===== config.mk =====
export PLATFORM = sky130hd
export DESIGN_NAME = piso_shiftreg
export DESIGN_NICKNAME = d
export VERILOG_FILES = /design/src/rtl/shiftreg_pkg.sv /design/src/rtl/bit_counter.sv /design/src/rtl/piso_shiftreg.sv
export SDC_FILE = /design/constraint.sdc
export NUM_CORES = 1
export LEC_CHECK = 0
export CORE_AREA = 4 4 41 43
export CTS_BUF_LIST = sky130_fd_sc_hd__clkbuf_4 sky130_fd_sc_hd__clkbuf_8
export DETAILED_ROUTE_END_ITERATION = 16
export DIE_AREA = 0 0 45 47
export GPL_ROUTABILITY_DRIVEN = 0
export GPL_TIMING_DRIVEN = 1
export PLACE_DENSITY = 0.59
export SLEW_MARGIN = 30
export SYNTH_ARGS = -nofsm -noshare
export SYNTH_HDL_FRONTEND = slang
export SYNTH_SLANG_ARGS = --single-unit

===== constraint.sdc =====
create_clock -name clk -period 1.6 [get_ports clk]
set_input_delay 0.16 -clock clk [delete_from_list [all_inputs] [get_ports clk]]
set_output_delay 0.16 -clock clk [all_outputs]
set_load 0.02 [all_outputs]

===== src/rtl/shiftreg_pkg.sv =====
// ============================================================================
// Module   : shiftreg_pkg
// Brief    : Shared state encoding and default width for the PISO shifter.
// Revision : 1.0 - initial release
// ============================================================================
`default_nettype none

package shiftreg_pkg;

    localparam int c_default_width = 4;

    typedef logic [0:0] state_t;

    localparam state_t c_st_idle  = 1'b0;
    localparam state_t c_st_shift = 1'b1;

endpackage

`default_nettype wire


===== src/rtl/bit_counter.sv =====
// ============================================================================
// Module   : bit_counter
// Brief    : Counts consumed bits of a frame; flags the last bit position.
// Revision : 1.0 - initial release
// ============================================================================
`default_nettype none

module bit_counter
    import shiftreg_pkg::*;
#(
    parameter int WIDTH = c_default_width,
    localparam int c_cnt_w = $clog2(WIDTH)
) (
    input  logic               clk,
    input  logic               clr,
    input  logic               clear,
    input  logic               inc,
    output logic [c_cnt_w-1:0] count,
    output logic               last
);

    localparam logic [c_cnt_w-1:0] c_last = c_cnt_w'(WIDTH - 1);

    logic [c_cnt_w-1:0] r_count;
    logic               w_last;

    assign w_last = (r_count == c_last);

    // Wrapping at the last position keeps the count inside 0..WIDTH-1
    always_ff @(posedge clk or posedge clr) begin
        if (clr) begin
            r_count <= '0;
        end else if (clear || (inc && w_last)) begin
            r_count <= '0;
        end else if (inc) begin
            r_count <= r_count + 1'b1;
        end
    end

    assign count = r_count;
    assign last  = w_last;

endmodule

`default_nettype wire


===== src/rtl/piso_shiftreg.sv =====
// ============================================================================
// Module   : piso_shiftreg
// Brief    : Parallel-in serial-out shifter with ready/valid load and enable.
// Revision : 1.0 - initial release
// ============================================================================
`default_nettype none

module piso_shiftreg
    import shiftreg_pkg::*;
#(
    parameter int WIDTH     = c_default_width,
    parameter bit MSB_FIRST = 1'b1
) (
    input  logic             clk,
    input  logic             clr,
    input  logic             load_valid,
    output logic             load_ready,
    input  logic [WIDTH-1:0] data,
    input  logic             ena,
    output logic             sout,
    output logic             sout_valid,
    output logic             busy,
    output logic             done
);

    localparam int c_cnt_w = $clog2(WIDTH);
    localparam logic [c_cnt_w-1:0] c_last = c_cnt_w'(WIDTH - 1);

    state_t             r_state;
    logic [WIDTH-1:0]   r_sr;
    logic               r_done;
    logic [WIDTH-1:0]   w_sr_shifted;
    logic               w_out_bit;
    logic               w_fire;
    logic               w_fin;
    logic               w_hs;
    logic               w_last;
    logic [c_cnt_w-1:0] w_count;

    generate
        if (MSB_FIRST) begin : g_msb_first
            assign w_sr_shifted = {r_sr[WIDTH-2:0], 1'b0};
            assign w_out_bit    = r_sr[WIDTH-1];
        end else begin : g_lsb_first
            assign w_sr_shifted = {1'b0, r_sr[WIDTH-1:1]};
            assign w_out_bit    = r_sr[0];
        end
    endgenerate

    assign w_fire = (r_state == c_st_shift) && ena;
    assign w_fin  = w_fire && w_last;

    // Ready in the last-bit cycle lets the next frame follow with no gap
    assign load_ready = !clr && ((r_state == c_st_idle) || w_fin);
    assign w_hs       = load_valid && load_ready;

    always_ff @(posedge clk or posedge clr) begin
        if (clr) begin
            r_state <= c_st_idle;
            r_sr    <= '0;
            r_done  <= 1'b0;
        end else begin
            r_done <= w_fin;
            if (w_hs) begin
                r_sr    <= data;
                r_state <= c_st_shift;
            end else if (w_fin) begin
                r_sr    <= w_sr_shifted;
                r_state <= c_st_idle;
            end else if (w_fire) begin
                r_sr    <= w_sr_shifted;
            end
        end
    end

    bit_counter #(
        .WIDTH (WIDTH)
    ) u_bit_counter (
        .clk   (clk),
        .clr   (clr),
        .clear (w_hs),
        .inc   (w_fire),
        .count (w_count),
        .last  (w_last)
    );

    a_count_range : assert property (@(posedge clk) disable iff (clr) w_count <= c_last);

    assign sout       = (r_state == c_st_shift) && w_out_bit;
    assign sout_valid = (r_state == c_st_shift);
    assign busy       = (r_state == c_st_shift);
    assign done       = r_done;

endmodule

`default_nettype wire


==> metrics <==
status finished, final reports clean; fin crit share 96.62%; Die H 47 um; Worst-Margin Slew 0.2889 ns; CP required 1.73 ns; DR vias 315; worst-case reg-to-reg path depth 5; CTS Buf Count 3; largest net degree at the start of global routing 9; number of fill cells 141; die width 45 um; initial core utilization 30.87%; Startpoint Class flop; CP arrival 1.67 ns; Area Growth Syn to Fin 51.71%; cts hold-fix bufs 0; Crit Path Max Fanout 5; worst min path class in -> async; Yosys reg bits 8; Mapped Nets 42; Overflow after GRT 0; timing-limited maximum frequency 646.9 MHz; leakage power 0.2919 nW; Pwr Total 956.9 uW; Clock Latency Late Sink 0.24 ns; initial antenna violation count 0; Final Slew Violations 0; setup ws final 0.05409 ns; first-pass GRT wire length 1.504 mm; Mapped Area 401.6 sq um; cell taking the most area after synthesis dfrtp_1; Final Util 46.83%; Routed Wire Length 828 um; die area 2115 sq um; Pwr Density 1570 nW/um^2; ANT cells 0; IO Count 13; First-pass DRT Iterations 3; vias in the first global route 367; RSZ-0062 raised after global routing yes; Clock H-tree levels 1; maxcap violations 0; yosys warns 0; initial DRC count 2; fin nets 65; Final min period 1.546 ns; WL per Instance 12.00 um; layout cells sized above 1 44.44%; CP Class reg -> reg; final hold slack 0.2732 ns; final hold vios 0; core area 1301 sq um; post-synthesis cell count 33; Root Buffer clkbuf_4; CTS Sinks 8; DRC viols 0; clock-pin slew on the worst setup and hold paths 0.05 ns; ANT nets after route 0; Avg Inst Size Synth 12.17 sq um; PortBufs 12; synth unique cells 17; gr usage total 10.70%; CP endpoint kind flop; Final Setup Violations 0; vias per std cell 4.565; Setup WS pre-CTS -0.01904 ns; ranking of synthesized cells by area dfrtp_1 (50%), mux2_2 (17%), nor3b_4 (4.7%); Slew HR 80.72%; Final Skew 0.001305 ns; CTS tree built; row cnt 13; register area share after synthesis 49.84%; clk buf depth 2; dpl hpwl 686.7 um; worst vdd ir 797.6 uV; Synth top area share 49.84%
[final cells by class]
class / instances / area, sq um / share of cell area (%)
Inverter: 3 / 11.26 / 1.848
Sequential cell: 8 / 201.4 / 33.06
Tap cell: 15 / 18.77 / 3.080
Multi-Input combinational cell: 21 / 185.2 / 30.39
Timing Repair Buffer: 19 / 170.2 / 27.93
Clock buffer: 3 / 22.52 / 3.696
[through the flow]
stage          setup TNS [ns]  area (sq um)  std cells
2_1_floorplan               0         401.6         33
3_3_place_gp                0         563.0         63
3_5_place_dp         -0.02828         563.0         63
4_1_cts                     0         590.6         67
5_1_grt              -0.07026         609.3         69
6_report                    0         609.3         69
[metal layers]
| metal | GRT usage (%) | vias to the layer above | share of wire (%) |
|---|---|---|---|
| met5 | 0 | - | 0 |
| met4 | 5.263 | 0 | 0 |
| met3 | 5.747 | 0 | 5.2 |
| met2 | 20.90 | 8 | 64 |
| met1 | 8.451 | 150 | 31 |
| li1 | - | 157 | - |
[synthesized netlist by cell type]
cell and count:
and2_2 1, o21ai_0 1, o32ai_1 1, ha_1 1, and3_2 1, nor2_1 1, mux2i_1 1, inv_1 3
nand2_2 1, nor3b_4 1, a21boi_2 1, or2_2 1, mux2_2 6, buf_4 1, nand2_1 3, dfrtp_1 8
or3_1 1
[state kept, by name, summed over array words and instances (netlist names)]
| register | count |
|---|---|
| done | 1 |
| u_bit_counter.count | 2 |
| busy | 1 |
| r_sr | 4 |
[cell usage in the layout (no fill, tap or decap)]
master           instances
a21boi_2                 1
and2_2                   1
and3_2                   1
buf_4                    7
clkbuf_4                 3
clkdlybuf4s50_1         10
dfrtp_1                  7
dfrtp_2                  1
dlygate4sd2_1            2
ha_2                     1
inv_1                    3
mux2_2                   6
mux2i_1                  1
nand2_1                  3
nand2_2                  1
nor2_1                   1
nor3b_4                  1
o21ai_0                  1
o32ai_1                  1
or2_2                    1
or3_1                    1
[final timing paths]
check                      slack (ns)                               start                  end
setup / recovery                 0.05  u_bit_counter.count[0]$_DFFE_PP0P_  r_sr[2]$_DFFE_PP0P_
hold / removal                   0.27                                 clr  r_sr[1]$_DFFE_PP0P_
min in group clk                 0.46                             data[0]  r_sr[0]$_DFFE_PP0P_
setup reg to reg                 0.05  u_bit_counter.count[0]$_DFFE_PP0P_  r_sr[2]$_DFFE_PP0P_
hold reg to reg                  0.53                 r_sr[0]$_DFFE_PP0P_  r_sr[0]$_DFFE_PP0P_
max in group asynchronous        1.09                                 clr     busy$_DFFE_PP0P_
[power by group]
part	switching [mW]	total (mW)	internal (mW)
clock	0.0561	0.141	0.0850
combinational	0.208	0.485	0.277
sequential	0.0486	0.331	0.282
[cells by family after synthesis]
group | Yosys count | share of synthesized area, %
flops | 8 | 49.84
buf+inv | 4 | 4.673
mux | 7 | 19.31
compound gates | 3 | 6.230
simple gates | 10 | 16.83
fa+ha+maj | 1 | 3.115
[what timing repair did]
| item | in CTS | in global routing |
|---|---|---|
| resized for setup | 2 | 2 |
| endpoints found under the hold margin | 0 | 0 |
| buffers inserted | 1 | 2 |
| pin swaps | 1 | 1 |
| setup endpoints to repair | 2 | 4 |
[worst max-delay path, stage by stage (launching register included)]
cell	delay [ns]
dfrtp_1	0.35
ha_2	0.20
a21boi_2	0.07
buf_4	0.14
nor3b_4	0.30
mux2_2	0.37
(Power assumes the default switching activity.)
